[config.mk]
export PLATFORM = sky130hd
export DESIGN_NAME = hazard_ctrl
export DESIGN_NICKNAME = d
export VERILOG_FILES = /design/src/rtl/dlx_pkg.sv /design/src/rtl/hazard_fwd_sel.sv /design/src/rtl/hazard_ctrl.sv
export SDC_FILE = /design/constraint.sdc
export NUM_CORES = 1
export LEC_CHECK = 0
export ABC_AREA = 1
export CORE_AREA = 2 2 70 72
export CTS_BUF_LIST = sky130_fd_sc_hd__clkbuf_8 sky130_fd_sc_hd__clkbuf_16
export DETAILED_ROUTE_END_ITERATION = 10
export DIE_AREA = 0 0 72 74
export GPL_ROUTABILITY_DRIVEN = 0
export PLACE_DENSITY_LB_ADDON = 0.25
export SLEW_MARGIN = 20
export SYNTH_ARGS = -nofsm -noshare
export SYNTH_HDL_FRONTEND = slang
export SYNTH_SLANG_ARGS = --single-unit
[constraint.sdc]
create_clock -name clk -period 1.8 [get_ports clk]
set_clock_uncertainty 0.05 [all_clocks]
set_input_delay 0.54 -clock clk [delete_from_list [all_inputs] [get_ports clk]]
set_output_delay 0.54 -clock clk [all_outputs]
set_load 0.02 [all_outputs]
[src/rtl/dlx_pkg.sv]
// rtl/dlx_pkg.sv - shared DLX pipeline types and forwarding constants
package dlx_pkg;

    localparam int DLX_REGW = 5;

    localparam logic [1:0] FWD_RF  = 2'b00;
    localparam logic [1:0] FWD_MEM = 2'b01;
    localparam logic [1:0] FWD_WB  = 2'b10;

    localparam logic [DLX_REGW-1:0] REG_ZERO = '0;

    // Destination record for an instruction in flight
    typedef struct packed {
        logic                valid;
        logic                regwrite;
        logic [DLX_REGW-1:0] rd;
    } slot_t;

    // EX holds the destination plus its own sources for forwarding;
    // only EX needs the load flag, since a load can never be in MEM
    // while its consumer is in EX (load-use stall prevents it)
    typedef struct packed {
        slot_t               dst;
        logic                load;
        logic [DLX_REGW-1:0] rs1;
        logic [DLX_REGW-1:0] rs2;
        logic                use1;
        logic                use2;
    } ex_slot_t;

    // True when slot s will write register r; R0 never matches
    function automatic logic slot_match(slot_t s, logic [DLX_REGW-1:0] r);
        return s.valid & s.regwrite & (s.rd == r) & (r != REG_ZERO);
    endfunction

endpackage

[src/rtl/hazard_fwd_sel.sv]
// rtl/hazard_fwd_sel.sv - per-operand forwarding priority select
module hazard_fwd_sel
    import dlx_pkg::*;
(
    input  logic                ex_valid,
    input  logic                use_rs,
    input  logic [DLX_REGW-1:0] rs,
    input  slot_t               mem_s,
    input  slot_t               wb_s,
    output logic [1:0]          sel
);

    // MEM result is newer than WB, so it wins when both match
    always_comb begin
        sel = FWD_RF;
        if (ex_valid) begin
            if (use_rs && slot_match(mem_s, rs)) begin
                sel = FWD_MEM;
            end else if (slot_match(wb_s, rs)) begin
                sel = FWD_WB;
            end
        end
    end

endmodule

[src/rtl/hazard_ctrl.sv]
// rtl/hazard_ctrl.sv - DLX interlock, forwarding and multiply-freeze controller
module hazard_ctrl
    import dlx_pkg::*;
#(
    parameter int MUL_CYCLES = 4,
    parameter int REGW       = 5
) (
    input  logic            clk,
    input  logic            reset,
    input  logic            id_valid,
    input  logic [REGW-1:0] id_rs1,
    input  logic [REGW-1:0] id_rs2,
    input  logic            id_use_rs1,
    input  logic            id_use_rs2,
    input  logic [REGW-1:0] id_rd,
    input  logic            id_regwrite,
    input  logic            id_load,
    input  logic            id_mul,
    input  logic            ex_redirect,
    output logic            pc_stall,
    output logic            ifid_stall,
    output logic            ifid_flush,
    output logic            idex_bubble,
    output logic [1:0]      fwd_a,
    output logic [1:0]      fwd_b,
    output logic            mul_busy
);

    localparam logic [3:0] MUL_START = 4'(MUL_CYCLES - 1);

    ex_slot_t   ex_s;
    slot_t      mem_s;
    slot_t      wb_s;
    logic [3:0] mul_cnt;

    logic busy;
    logic load_use;
    logic id_take;

    assign busy     = (mul_cnt != 4'd0);
    assign load_use = id_valid & ex_s.load &
                      ((id_use_rs1 & slot_match(ex_s.dst, id_rs1)) |
                       (id_use_rs2 & slot_match(ex_s.dst, id_rs2)));
    assign id_take  = id_valid & ~idex_bubble;

    // Control priority: multiply freeze, then redirect, then load-use
    always_comb begin
        pc_stall    = 1'b0;
        ifid_stall  = 1'b0;
        ifid_flush  = 1'b0;
        idex_bubble = 1'b0;
        mul_busy    = 1'b0;
        if (busy) begin
            pc_stall   = 1'b1;
            ifid_stall = 1'b1;
            mul_busy   = 1'b1;
        end else if (ex_redirect) begin
            ifid_flush  = 1'b1;
            idex_bubble = 1'b1;
        end else if (load_use) begin
            pc_stall    = 1'b1;
            ifid_stall  = 1'b1;
            idex_bubble = 1'b1;
        end
    end

    // Slot pipeline advance and multiply countdown
    always_ff @(posedge clk) begin
        if (reset) begin
            ex_s    <= '0;
            mem_s   <= '0;
            wb_s    <= '0;
            mul_cnt <= 4'd0;
        end else if (busy) begin
            mul_cnt <= mul_cnt - 4'd1;
        end else begin
            wb_s  <= mem_s;
            mem_s <= ex_s.dst;
            if (id_take) begin
                ex_s.dst.valid    <= 1'b1;
                ex_s.dst.regwrite <= id_regwrite;
                ex_s.dst.rd       <= id_rd;
                ex_s.load         <= id_load;
                ex_s.rs1          <= id_rs1;
                ex_s.rs2          <= id_rs2;
                ex_s.use1         <= id_use_rs1;
                ex_s.use2         <= id_use_rs2;
                if (id_mul) begin
                    mul_cnt <= MUL_START;
                end
            end else begin
                ex_s <= '0;
            end
        end
    end

    hazard_fwd_sel u_fwd_a (
        .ex_valid (ex_s.dst.valid),
        .use_rs   (ex_s.use1),
        .rs       (ex_s.rs1),
        .mem_s    (mem_s),
        .wb_s     (wb_s),
        .sel      (fwd_a)
    );

    hazard_fwd_sel u_fwd_b (
        .ex_valid (ex_s.dst.valid),
        .use_rs   (ex_s.use2),
        .rs       (ex_s.rs2),
        .mem_s    (mem_s),
        .wb_s     (wb_s),
        .sel      (fwd_b)
    );

endmodule

==> PnR_summary.wiki <==
{| class="wikitable"
! Metric !! Value
|-
| Number of flip-flops and latches in the synthesized netlist || 38
|-
| Post-place setup slack || -1.18 ns
|-
| Mapped Cells || around 280
|-
| Distinct cell type count after synthesis || 27
|-
| Post-Route WL || about 6.9 mm
|-
| Antenna violations before repair || 0
|-
| Final critical-path setup slack || -0.469 ns
|-
| Remaining number of nets flagged by the antenna check after routing || 0
|-
| Maximum number of pins on one net before global-route repair || 22
|-
| Post-Syn Area || around 0.0020 sq mm
|-
| Required time at the endpoint of the critical path || approximately 1.2 ns
|-
| Via count of the first global-routing pass || roughly 2300
|-
| Signal arrival time at the worst endpoint || about 1.7 ns
|-
| Worst rel slew slack || between 80% and 90%
|-
| Violations in the final reports || setup timing
|-
| Leak || around 1.5 nW
|-
| Layout cells sized above 1 || approximately half
|-
| Wire length per cell || 14.9 um
|-
| Number of cells on the worst reg-to-reg path || 12
|-
| Post-DR vias/cell || approximately 5.3
|-
| MaxCap Viol Count || 0
|-
| Latest clock arrival within the worst-skew pair || a little over 0.3 ns
|-
| Commonest non-fill, non-tap cells in the layout || sky130_fd_sc_hd__buf_4, sky130_fd_sc_hd__nand2_1, sky130_fd_sc_hd__inv_1
|-
| Critical Path Source || ex_s[5]
|-
| Kind of end point of the critical path || output port
|-
| Sequential cell area fraction in the yosys report || 38.3%
|-
| Sum of negative setup slack || -3.05 ns
|-
| FMAX || ~440 MHz
|-
| DIE AREA || between 0.005 and 0.006 sq mm
|-
| Outcome || finished, violations left
|-
| I/O pin count || 33
|-
| Total count of max-transition violations in the final report || 0
|-
| Floorplan die width || about 70 um
|-
| Floorplan row count || 25
|-
| GRT Total Usage || between 20 and 25%
|-
| Startpoint type of the worst setup path || flip-flop
|-
| Die Ht || around 74 um
|-
| CP Class || flip-flop to output port
|-
| Final net count || about 430
|-
| Commonest non-fill, non-tap cell in the layout || sky130_fd_sc_hd__buf_4
|-
| Detailed Routing Iterations Pass 1 || 5
|-
| H-tree depth reported by CTS || 2
|-
| Slew at the pin closest to its max-slew limit || approximately 0.27 ns
|-
| Tmin final || roughly 2.3 ns
|-
| Global-route wire length before repair || between 10 and 15 mm
|-
| Vias after detailed routing || about 2400
|-
| RR Startpoint || ex_s[17]
|-
| Total power divided by cell area || about 1300 mW/mm^2
|-
| Initial Utilization || 43.2%
|-
| Number of DRC markers after the initial detailed-route iteration || 91
|-
| Hold/Removal Path Class || flip-flop to flip-flop
|-
| Mean cell area of the mapped netlist || 7.04 sq um
|-
| Total design power || 4.32 mW
|-
| Synth-to-layout area growth || 71.5%
|-
| TritonCTS clock tree || built
|-
| Utilization after layout || 74.0%
|-
| Final setup viols || 12
|-
| Number of buffers added by the clock tree synthesis step || 5
|-
| Number of buffers on the longest clock path || 2
|-
| Highest ir drop seen on vdd || between 1 and 1.5 mV
|-
| Clock-pin transition on the worst setup and hold timing paths || about 0.09 ns
|-
| Total overflow reported by the global router || 0
|-
| Number of port buffers || 32
|-
| Worst setup slack for register-to-register paths || -0.06 ns
|-
| Hold Vio Cnt, Final || 0
|-
| FF-to-FF End || mul_cnt[1]
|-
| Number of sinks handled by clock tree synthesis || 38
|-
| Post-route clock period utilization || 126%
|-
| Final antenna diode count || 0
|-
| DRC violations left || 0
|-
| Root buf cell || sky130_fd_sc_hd__clkbuf_8
|-
| Critical path capture point || fwd_b[0]
|-
| Unrepaired setup endpoints after global routing || true
|-
| Synth Net Count || 307
|-
| Core Box Area || 0.00460 sq mm
|-
| Total number of yosys warnings || 0
|-
| Worst Path Max Fanout || 4
|-
| Post-DP HPWL || around 4.2 mm
|}
synth_stat cells, drive strengths merged:
library cell  number  area [sq um]
o21ai             27           169
o2111ai            1          8.76
nand2             54           205
xor2               4          35.0
nor2              23          93.8
o221ai             1          8.76
inv               54           203
nand4             17           106
nor3               1          5.00
o22ai              9          56.3
a31oi              1          21.3
xnor2              6          52.6
buf                3          23.8
clkbuf             6          22.5
nor4               3          18.8
ha                 1          12.5
dfxtp             38           761
nand3             27           153
a21oi              6          30.0
final cells by class:
| type | count | area, sq um |
|---|---|---|
| Fill cell | 311 | 1190 |
| Multi-Input combinational cell | 182 | 1140 |
| Timing Repair Buffer | 125 | 1060 |
| Sequential cell | 38 | 791 |
| Inverter | 54 | 208 |
| Clock buffer | 5 | 68.8 |
| Clock inverter | 3 | 68.8 |
| Tap cell | 54 | 67.6 |
kinds of logic (layout without fill, tap and decap cells):
| logic type | after synthesis | after routing | synth area share [%] |
|---|---|---|---|
| XOR/XNOR | 10 | 10 | 4.41 |
| AND/OR/NAND/NOR | 125 | 126 | 29.3 |
| adder cells (fa/ha/maj) | 1 | 1 | 0.630 |
| buffers and inverters | 63 | 187 | 12.5 |
| AO/OA/AOI/OAI | 45 | 45 | 14.8 |
| flip-flops | 38 | 38 | 38.3 |
routing by layer:
layer / vias to the layer above / global-route usage [%] / wire length (um)
li1: 1170 / - / -
met3: 37 / 3.93 / 384
met1: 1122 / 28.6 / 2740
met5: - / 0 / 0
met4: 0 / 14.0 / 357
met2: 93 / 43.2 / 3410
worst min path at each step:
stage               startpoint  cells past startpoint      end
floorplan              ex_s[0]                      2  ex_s[0]
global placement       wb_s[5]                      2  wb_s[5]
detailed placement     wb_s[5]                      2  wb_s[5]
CTS                    wb_s[5]                      2  wb_s[5]
global route           wb_s[5]                      2  wb_s[5]
finish                 wb_s[5]                      2  wb_s[5]
sequential cells by signal, indices dropped and copies added (netlist names):
name / count
mul_cnt: 4
wb_s: 7
mem_s: 7
ex_s: 20
power breakdown:
group | switching [mW] | leakage, nW | total (mW) | internal (mW)
clock network | 0.347 | 0.0683 | 0.903 | 0.556
registers | 0.133 | 0.317 | 1.14 | 1.01
logic | 1.20 | 1.14 | 2.28 | 1.07
total | 1.68 | 1.52 | 4.32 | 2.64
stage by stage:
step                      hold WS, ns  std cells  cell area [sq um]
after floorplan                 0.397        282               2010
after global placement          0.418        428               2890
after detailed placement        0.429        428               2890
after CTS                       0.449        457               3310
after global routing            0.476        461               3400
final                           0.442        461               3400
worst max-delay path, stage by stage, from the launching register on:
cell	delay, ns
sky130_fd_sc_hd__dfxtp_2	0.37
sky130_fd_sc_hd__inv_2	0.05
sky130_fd_sc_hd__buf_6	0.11
sky130_fd_sc_hd__nand4_1	0.10
sky130_fd_sc_hd__inv_1	0.06
sky130_fd_sc_hd__nor4_2	0.30
sky130_fd_sc_hd__buf_4	0.16
sky130_fd_sc_hd__inv_2	0.03
sky130_fd_sc_hd__nor2_2	0.08
sky130_fd_sc_hd__buf_6	0.12
repair_timing:
action / 4_1_cts / 5_1_grt
hold buffers: 0 / 0
setup buffers: 22 / 4
gates cloned: 0 / 1
gates resized for setup: 162 / 20
hold endpoints to repair: 0 / 0
pin swaps: 32 / 14
endpoints found under the setup margin: 31 / 25
Note: power is estimated with default switching activity, not from simulation.
